[src/rtl/evaluator_pkg.sv]
`default_nettype none
// ----------------------------------------------------------------------------
// evaluator_pkg
// Shared board geometry, score type and heuristic weights for the
// Connect-Four board evaluator.
// Revision: 1.0 - initial release
// ----------------------------------------------------------------------------
package evaluator_pkg;

   localparam int FIELD_W    = 7;
   localparam int FIELD_H    = 6;
   localparam int FIELD_SIZE = FIELD_W * FIELD_H;
   localparam int SCORE_W    = 16;

   typedef logic signed [SCORE_W-1:0] score_t;

   localparam score_t W1     = score_t'(1);
   localparam score_t W2     = score_t'(5);
   localparam score_t W3     = score_t'(50);
   localparam score_t WIN    = score_t'(10000);
   localparam score_t CENTER = score_t'(3);

   // Window counts per direction and their base offsets in the flat window list
   localparam int NUM_H   = FIELD_H * (FIELD_W - 3);
   localparam int NUM_V   = (FIELD_H - 3) * FIELD_W;
   localparam int NUM_D   = (FIELD_H - 3) * (FIELD_W - 3);
   localparam int BASE_V  = NUM_H;
   localparam int BASE_UR = BASE_V + NUM_V;
   localparam int BASE_UL = BASE_UR + NUM_D;
   localparam int NUM_WIN = BASE_UL + NUM_D;

   localparam int CENTER_COL = FIELD_W / 2;

   // Bit index of cell (row, col); row 0 is the bottom row
   function automatic int cell_idx(input int row, input int col);
      return row * FIELD_W + col;
   endfunction

endpackage
`default_nettype wire

[src/rtl/evaluator_if.sv]
`default_nettype none
// ----------------------------------------------------------------------------
// evaluator_if
// Board-in / score-out bundle between the search controller and the
// evaluator.
// Revision: 1.0 - initial release
// ----------------------------------------------------------------------------
interface evaluator_if;
   import evaluator_pkg::*;

   logic [FIELD_SIZE-1:0] i_me_field;
   logic [FIELD_SIZE-1:0] i_opposite_field;
   score_t                o_score;

   modport master (output i_me_field, output i_opposite_field, input o_score);
   modport slave  (input i_me_field, input i_opposite_field, output o_score);

endinterface
`default_nettype wire

[src/rtl/evaluator_eval_window.sv]
`default_nettype none
// ----------------------------------------------------------------------------
// eval_window
// Scores a single length-4 line from the two sides' (already masked) bits
// and flags complete fours.
// Revision: 1.0 - initial release
// ----------------------------------------------------------------------------
module eval_window
   import evaluator_pkg::*;
(
   input  wire logic [3:0] i_me_bits,
   input  wire logic [3:0] i_opp_bits,
   output score_t          o_score,
   output logic            o_me_four,
   output logic            o_opp_four
);

   logic [2:0] w_me_cnt;
   logic [2:0] w_opp_cnt;

   // Population counts of each side within the window
   always_comb begin
      w_me_cnt  = {2'b00, i_me_bits[0]} + {2'b00, i_me_bits[1]}
                + {2'b00, i_me_bits[2]} + {2'b00, i_me_bits[3]};
      w_opp_cnt = {2'b00, i_opp_bits[0]} + {2'b00, i_opp_bits[1]}
                + {2'b00, i_opp_bits[2]} + {2'b00, i_opp_bits[3]};
   end

   // Only uncontested windows contribute; fours are handled by the win override
   always_comb begin
      o_score = '0;
      if (w_opp_cnt == 3'd0) begin
         case (w_me_cnt)
            3'd1:    o_score = W1;
            3'd2:    o_score = W2;
            3'd3:    o_score = W3;
            default: o_score = '0;
         endcase
      end else if (w_me_cnt == 3'd0) begin
         case (w_opp_cnt)
            3'd1:    o_score = -W1;
            3'd2:    o_score = -W2;
            3'd3:    o_score = -W3;
            default: o_score = '0;
         endcase
      end
   end

   assign o_me_four  = &i_me_bits;
   assign o_opp_four = &i_opp_bits;

endmodule
`default_nettype wire

[src/rtl/evaluator.sv]
`default_nettype none
// ----------------------------------------------------------------------------
// evaluator
// Connect-Four heuristic board scorer: overlap masking, 69 window scorers,
// adder tree, win override and a single output register (1-cycle latency).
// Optional macro EVAL_CENTER_BONUS_EN adds a column-3 occupancy bonus.
// Revision: 1.0 - initial release
// ----------------------------------------------------------------------------
module evaluator
   import evaluator_pkg::*;
(
   input  wire logic    i_clk,
   input  wire logic    i_rst,
   evaluator_if.slave   bus
);

   logic [FIELD_SIZE-1:0] w_me;
   logic [FIELD_SIZE-1:0] w_opp;
   score_t                w_win_score [NUM_WIN];
   logic [NUM_WIN-1:0]    w_me_four;
   logic [NUM_WIN-1:0]    w_opp_four;
   score_t                w_sum;
   score_t                w_center;
   score_t                w_next_score;
   score_t                r_score;

   // A cell claimed by both sides is treated as empty
   assign w_me  = bus.i_me_field & ~bus.i_opposite_field;
   assign w_opp = bus.i_opposite_field & ~bus.i_me_field;

   // Horizontal windows
   for (genvar r = 0; r < FIELD_H; r++) begin : g_h_row
      for (genvar c = 0; c <= FIELD_W - 4; c++) begin : g_h_col
         localparam int IDX = r * (FIELD_W - 3) + c;
         eval_window u_win (
            .i_me_bits  ({w_me[cell_idx(r, c+3)], w_me[cell_idx(r, c+2)],
                          w_me[cell_idx(r, c+1)], w_me[cell_idx(r, c)]}),
            .i_opp_bits ({w_opp[cell_idx(r, c+3)], w_opp[cell_idx(r, c+2)],
                          w_opp[cell_idx(r, c+1)], w_opp[cell_idx(r, c)]}),
            .o_score    (w_win_score[IDX]),
            .o_me_four  (w_me_four[IDX]),
            .o_opp_four (w_opp_four[IDX])
         );
      end
   end

   // Vertical windows
   for (genvar r = 0; r <= FIELD_H - 4; r++) begin : g_v_row
      for (genvar c = 0; c < FIELD_W; c++) begin : g_v_col
         localparam int IDX = BASE_V + r * FIELD_W + c;
         eval_window u_win (
            .i_me_bits  ({w_me[cell_idx(r+3, c)], w_me[cell_idx(r+2, c)],
                          w_me[cell_idx(r+1, c)], w_me[cell_idx(r, c)]}),
            .i_opp_bits ({w_opp[cell_idx(r+3, c)], w_opp[cell_idx(r+2, c)],
                          w_opp[cell_idx(r+1, c)], w_opp[cell_idx(r, c)]}),
            .o_score    (w_win_score[IDX]),
            .o_me_four  (w_me_four[IDX]),
            .o_opp_four (w_opp_four[IDX])
         );
      end
   end

   // Diagonal windows: up-right from (r,c) and up-left from (r,c+3)
   for (genvar r = 0; r <= FIELD_H - 4; r++) begin : g_d_row
      for (genvar c = 0; c <= FIELD_W - 4; c++) begin : g_d_col
         localparam int IDX_UR = BASE_UR + r * (FIELD_W - 3) + c;
         localparam int IDX_UL = BASE_UL + r * (FIELD_W - 3) + c;
         eval_window u_win_ur (
            .i_me_bits  ({w_me[cell_idx(r+3, c+3)], w_me[cell_idx(r+2, c+2)],
                          w_me[cell_idx(r+1, c+1)], w_me[cell_idx(r, c)]}),
            .i_opp_bits ({w_opp[cell_idx(r+3, c+3)], w_opp[cell_idx(r+2, c+2)],
                          w_opp[cell_idx(r+1, c+1)], w_opp[cell_idx(r, c)]}),
            .o_score    (w_win_score[IDX_UR]),
            .o_me_four  (w_me_four[IDX_UR]),
            .o_opp_four (w_opp_four[IDX_UR])
         );
         eval_window u_win_ul (
            .i_me_bits  ({w_me[cell_idx(r+3, c)], w_me[cell_idx(r+2, c+1)],
                          w_me[cell_idx(r+1, c+2)], w_me[cell_idx(r, c+3)]}),
            .i_opp_bits ({w_opp[cell_idx(r+3, c)], w_opp[cell_idx(r+2, c+1)],
                          w_opp[cell_idx(r+1, c+2)], w_opp[cell_idx(r, c+3)]}),
            .o_score    (w_win_score[IDX_UL]),
            .o_me_four  (w_me_four[IDX_UL]),
            .o_opp_four (w_opp_four[IDX_UL])
         );
      end
   end

   // Sum of all window scores (magnitude bounded well inside 16 bits)
   always_comb begin
      w_sum = '0;
      for (int i = 0; i < NUM_WIN; i++) begin
         w_sum = w_sum + w_win_score[i];
      end
   end

`ifdef EVAL_CENTER_BONUS_EN
   // Centre-column occupancy bonus
   always_comb begin
      w_center = '0;
      for (int r = 0; r < FIELD_H; r++) begin
         if (w_me[cell_idx(r, CENTER_COL)]) w_center = w_center + CENTER;
         if (w_opp[cell_idx(r, CENTER_COL)]) w_center = w_center - CENTER;
      end
   end
`else
   assign w_center = '0;
`endif

   // Win override takes precedence over the heuristic sum
   always_comb begin
      case ({|w_me_four, |w_opp_four})
         2'b10:   w_next_score = WIN;
         2'b01:   w_next_score = -WIN;
         2'b11:   w_next_score = '0;
         default: w_next_score = w_sum + w_center;
      endcase
   end

   // Output register with synchronous reset
   always_ff @(posedge i_clk) begin
      if (i_rst) r_score <= '0;
      else       r_score <= w_next_score;
   end

   assign bus.o_score = r_score;

endmodule
`default_nettype wire

[src/flat_wrapper.sv]
// flat-port wrapper written by rule: the top's interface ports become plain ports
module evaluator_flat import evaluator_pkg::*;
  (i_clk, i_rst, bus_i_me_field, bus_i_opposite_field, bus_o_score);
  evaluator_if bus_i ();
  input  wire logic i_clk;
  input  wire logic i_rst;
  input wire logic [$bits(bus_i.i_me_field)-1:0] bus_i_me_field;
  input wire logic [$bits(bus_i.i_opposite_field)-1:0] bus_i_opposite_field;
  output wire logic [$bits(bus_i.o_score)-1:0] bus_o_score;
  assign bus_i.i_me_field = bus_i_me_field;
  assign bus_i.i_opposite_field = bus_i_opposite_field;
  assign bus_o_score = bus_i.o_score;
  evaluator u_core (.i_clk(i_clk), .i_rst(i_rst), .bus(bus_i));
endmodule
[config.mk]
export PLATFORM = sky130hd
export DESIGN_NAME = evaluator_flat
export DESIGN_NICKNAME = d
export VERILOG_FILES = /design/src/rtl/evaluator_pkg.sv /design/src/rtl/evaluator_if.sv /design/src/rtl/evaluator_eval_window.sv /design/src/rtl/evaluator.sv /design/src/flat_wrapper.sv
export SDC_FILE = /design/constraint.sdc
export NUM_CORES = 2
export LEC_CHECK = 0
export CAP_MARGIN = 20
export CORE_ASPECT_RATIO = 0.7
export CORE_MARGIN = 1
export CORE_UTILIZATION = 40
export CTS_BUF_LIST = sky130_fd_sc_hd__clkbuf_2
export DETAILED_ROUTE_END_ITERATION = 16
export GPL_TIMING_DRIVEN = 0
export PLACE_DENSITY = 0.64
export REMOVE_ABC_BUFFERS = 1
export SLEW_MARGIN = 20
export SYNTH_ARGS = -nofsm -noshare
export SYNTH_HDL_FRONTEND = slang
export SYNTH_SLANG_ARGS = --single-unit
[constraint.sdc]
create_clock -name i_clk -period 25.9 [get_ports i_clk]
set_input_delay 7.77 -clock i_clk [delete_from_list [all_inputs] [get_ports i_clk]]
set_output_delay 7.77 -clock i_clk [all_outputs]
set_load 0.01 [all_outputs]
After elaboration in Yosys (flattened, before gate mapping) --
Index checks and enable logic that the tools add are counted. Widths: inputs -> output; s select.
Operators by class: add/subtract/negate cells 482, equality and inequality tests 417, mux-type cells 277, bitwise gates (word level) 4, reduce and logical (&&, ||, !) cells 278
Operators with widths (count):
- $pmux 16 s3 | 70
- $mux 16 | 138
- $pmux 6 s3 | 69
- $add 16x16->16 | 68
- $eq 3x2->1 const B | 276
- $add 3x1->3 | 207
- $reduce_and 4->1 | 138
- $eq 3x1->1 const B | 138
- $logic_not 3->1 | 138
- $add 1x1->2 | 138
- $add 2x1->3 | 69
- $reduce_or 69->1 | 2
- $and 42x42->42 | 2
- $not 42->42 | 2
- $eq 2x2->1 const B | 2
- $eq 2x1->1 const B | 1
Word-level totals: register bits after elaboration 16, input port bits 86, output and inout port bits 16, logic and storage cells 1459

Longest topological paths before layout --
depth in word-level cells 78, gate-level depth with buffers 39, gate-level depth less buffers 39

By module --
From an unflattened synthesis, not the netlist that was laid out.
Unflattened totals: cells, all modules 5616, area total of the unflattened synthesis 50061.8 um^2
Modules (own cells, without submodules):
- evaluator | times used 1, cells each 2649, area an instance 27183.6 um^2, sequential area each 320.3 um^2
- eval_window | times used 69, cells each 43, area an instance 331.6 um^2, sequential area each 0.0 um^2

Worst setup path before layout --
No wires, ideal clock.
path kind input port to flip-flop, start point in bus_i_opposite_field[24], end point reg u_core.r_score[12] (netlist: u_core.bus.o_score[12]), library setup time 126 ps, arrival time 17957 ps, data required time 25774 ps, setup slack 7817 ps, stages on the path 29, path buffers 0, path through nor2b_1 -> fa_1 -> ha_1 -> ha_1 -> nor2_1 -> or3_1 -> a211oi_1 -> a21boi_0 -> fa_1 -> inv_1 -> fa_1 -> inv_1 -> fa_1 -> fa_1 -> fa_1 -> fa_1 -> fa_1 -> fa_1 -> fa_1 -> inv_1 -> fa_1 -> inv_1 -> ha_1 -> a211o_1 -> a2111oi_4 -> nor3_2 -> a2111oi_2 -> xor2_1 -> o21ai_1
On the way: word-level cells in the longest chain between the ends 64, elaborated cells between the ends (all ways) 302, classes of those cells 111 x add/sub; 81 x eq/ne; 53 x mux; 3 x bitwise; 54 x reduce/logical
Ends and longest elaborated chain:
- start, declared | RTL line flat_wrapper.sv:8 | input wire logic [$bits(bus_i.i_opposite_field)-1:0] bus_i_opposite_field;
- $and 42x42->42 / $not 42->42 (equally long branches) | RTL line evaluator.sv:29, evaluator.sv:28
- $add 3x1->3, or another cell as far along | RTL line evaluator_eval_window.sv:26 | + {2'b00, i_opp_bits[2]} + {2'b00, i_opp_bits[3]};
- $eq 3x2->1, or another cell as far along | RTL line evaluator_eval_window.sv:40 | case (w_opp_cnt)
- $pmux 16 s3, or another cell as far along | RTL line evaluator_eval_window.sv:40
- $mux 16, or another cell as far along | RTL line evaluator_eval_window.sv:39 | end else if (w_me_cnt == 3'd0) begin
- $mux 16, or another cell as far along | RTL line evaluator_eval_window.sv:32 | if (w_opp_cnt == 3'd0) begin
- $add 16x16->16, or another cell as far along | RTL line evaluator.sv:93 | w_sum = w_sum + w_win_score[i];
- $add 16x16->16 / $mux 16 (equally long branches) | RTL line evaluator.sv:93, evaluator_eval_window.sv:32
- $add 16x16->16 (55 in a row) | RTL line evaluator.sv:93
- $pmux 16 s3 * | RTL line evaluator.sv:112 | case ({|w_me_four, |w_opp_four})
- end signal, assigned | RTL line evaluator.sv:123 | else r_score <= w_next_score;
- end, declared | RTL line evaluator.sv:25 | score_t r_score;
Every way passes the cells marked *; elsewhere a longest branch is shown, timed or not. A chain may end at the register's enable or synchronous reset.

Worst setup path after layout --
start point in bus_i_me_field[24], end point reg u_core.r_score[15] (netlist: u_core.bus.o_score[15])
On the way: word-level cells in the longest chain between the ends 65, elaborated cells between the ends (all ways) 302, classes of those cells 111 x add/sub; 81 x eq/ne; 53 x mux; 3 x bitwise; 54 x reduce/logical
Ends and longest elaborated chain:
- start, declared | RTL line flat_wrapper.sv:7 | input wire logic [$bits(bus_i.i_me_field)-1:0] bus_i_me_field;
- $not 42->42 | RTL line evaluator.sv:29 | assign w_opp = bus.i_opposite_field & ~bus.i_me_field;
- $and 42x42->42 | RTL line evaluator.sv:29
- $add 3x1->3, or another cell as far along | RTL line evaluator_eval_window.sv:26
- $eq 3x2->1, or another cell as far along | RTL line evaluator_eval_window.sv:40
- $pmux 16 s3, or another cell as far along | RTL line evaluator_eval_window.sv:40
- $mux 16, or another cell as far along | RTL line evaluator_eval_window.sv:39
- $mux 16, or another cell as far along | RTL line evaluator_eval_window.sv:32
- $add 16x16->16, or another cell as far along | RTL line evaluator.sv:93
- $add 16x16->16 / $mux 16 (equally long branches) | RTL line evaluator.sv:93, evaluator_eval_window.sv:32
- $add 16x16->16 (55 in a row) | RTL line evaluator.sv:93
- $pmux 16 s3 * | RTL line evaluator.sv:112
Marked as above.

==> qor.txt <==
postcts setup bufs -> 0
fin. max-slew vios -> 0
Multi-input gate area -> 26,800 sq um
HP Class -> primary input to flip-flop
synth warn -> 0
Worst EP required -> 26.08 ns
Hold Crit Depth -> 2
Worst Setup Start Kind -> primary input
Period Utilization, post-route -> 74.2%
fin crit period -> 19.22 ns
hold slack -> 8.22 ns
max reg flops -> 16
routed vias/inst -> 5.61
Layout area overhead -> 9.18%
CTS Root Cell -> clkbuf_2
synthesized cell area -> 29,700 sq um
Max Cap Violations -> 0
vias in the first global route -> 24,000
CP delay by family, top -> adder cells
Most common cell on crit path -> fa_1
non-filler cells, final -> 4,441
cts repair resizes -> 0
Worst-path clk slew -> 0.15 ns
via count -> 24,900
initial antenna violation count -> 4
Die ar. -> 75,400 sq um
HPWL after DPL -> 92,700 um
first-pass iteration count of the detailed router -> 8
Area contributors post-synth -> fa_1 (41%), ha_1 (17%), inv_1 (8.9%)
core area -> 73,400 sq um
Routed WL per cell -> 23.9 um
Cells after DPL -> 4,435
grt total ovfl -> 0
Buf/Inv on CP -> 7
crit path capture type -> flip-flop
Chip Width -> 328 um
Slowest-stage cell, CP -> fa_1
Die H -> 230 um
GP Congestion -> 1.06
asr flop ratio synth -> 0%
CTS Buf Count -> 3
Total Routing Usage GR -> 28.6%
Primary FF master, synth -> dfxtp_1
Slew @ Worst Pin -> 1.24 ns
sequential area share after synthesis -> 1.08%
CTS tree -> done
Final ANT Viol Nets -> 0
Starting Density -> 40.4%
Post-Synthesis Cells -> 3,366
Yosys reg bits -> 16
largest net degree at the start of global routing -> 18
WHS Endpoint -> u_core.bus.o_score[10]
Port-buffer cells -> 101
layout cells sized above 1 -> 2.57%
Final Setup Violations -> 0
Slew HR -> 16.7%
Total Wirelength -> 106,000 um
RSZ-0062 raised after global routing -> false
row cnt -> 83
DRT iter0 DRCs -> 3,309
Post-synth EDFFs -> 0
syn_area_per_cell -> 8.82 sq um
DRC Markers -> 0
sequential cell area -> 320 sq um
Top Ports -> 102
Finished Core Util -> 44.2%
# hold bufs at CTS -> 0
Crit path largest cell delay -> 0.90 ns
Yosys top cell by area -> fa_1
fmax -> 0.0520 GHz
Yosys top cell area share -> 41.4%
Setup CP Type -> primary input to flip-flop
status -> finished, final reports clean
HP Start -> i_rst
buffer levels on the longest clock path -> 2
Clock Sinks -> 16
Critical Path AT -> 19.40 ns
Nets -> 4,569
synth cell count leaders -> inv_1 (702), fa_1 (614), ha_1 (405)
Fin Setup TNS -> 0 ns
count of cell types in the netlist -> 68
H-tree levels -> 1
top-count cell post-synth -> inv_1
Layout fillers -> 7,128
global-route wire length before repair -> 157,000 um
CP Max Fanout -> 9
Final Hold Fails -> 0
logic make-up (layout without fill, tap and decap cells):
kind of cell	after synthesis	after routing	share of synthesized area, %
other	0	1	0
buffers and inverters	733	830	9.27
adders and majority gates	1019	1019	58.5
xor gates and xnor gates	82	82	2.42
DFF	16	16	1.08
muxes	44	44	1.50
AOI/OAI and AO/OA	465	465	9.49
and+or+nand+nor	1007	1007	17.8
layout make-up:
class,instances,share of cell area (%)
Sequential cell,16,0.988
Clock buffer,3,0.0463
Clock inverter,1,0.0116
Antenna cell,1,0.00772
Timing Repair Buffer,123,4.34
Tap cell,977,3.77
Multi-Input combinational cell,2617,82.7
Inverter,703,8.14
per-layer routing:
| layer | vias up | global-route usage [%] | share of wire (%) |
|---|---|---|---|
| li1 | 11200 | - | - |
| met1 | 12100 | 42.2 | 43 |
| met2 | 1469 | 38.9 | 38 |
| met3 | 192 | 10.5 | 16 |
| met4 | 2 | 7.24 | 3.5 |
| met5 | - | 0 | 0.012 |
metrics by stage:
step	cell area, sq um	worst slack [ns]
floorplan	29600	7.82
global placement	31800	4.76
detailed placement	32400	6.54
CTS	32400	6.87
global route	32400	6.39
finish	32400	6.68
worst max-delay path by stage:
stage	from	cells past startpoint	to
after global routing	bus_i_me_field[24]	30	u_core.bus.o_score[15]
after detailed placement	bus_i_me_field[24]	30	u_core.bus.o_score[15]
final	bus_i_me_field[24]	30	u_core.bus.o_score[15]
after floorplan	bus_i_opposite_field[24]	29	u_core.bus.o_score[12]
after global placement	bus_i_opposite_field[24]	30	u_core.bus.o_score[12]
after CTS	bus_i_me_field[24]	30	u_core.bus.o_score[15]
cells in the final DEF (no fill, tap or decap), types with 13 or more instances in the layout:
| master | count |
|---|---|
| nor4b_1 | 14 |
| clkdlybuf4s50_1 | 101 |
| nor2b_4 | 16 |
| nor3_1 | 182 |
| ha_1 | 405 |
| o22ai_1 | 27 |
| nand2b_1 | 69 |
| o21a_1 | 23 |
| xnor2_1 | 38 |
| nand3b_1 | 30 |
| xor2_1 | 44 |
| nand2_1 | 144 |
| mux2i_1 | 41 |
| nor4_1 | 41 |
| or4_1 | 13 |
| inv_1 | 701 |
| or3_1 | 21 |
| nor3b_1 | 45 |
| a22oi_1 | 29 |
| nor2b_2 | 23 |
| a21o_1 | 15 |
| nand3_1 | 33 |
| fa_1 | 614 |
| nor2b_1 | 67 |
| dfxtp_1 | 16 |
| and3_1 | 21 |
| a31oi_1 | 15 |
| a21oi_1 | 140 |
| nor2_1 | 243 |
| o21ai_0 | 144 |
Power is not shown: default switching activity piles up to over one toggle a cycle in this logic, so the estimate is an artifact.
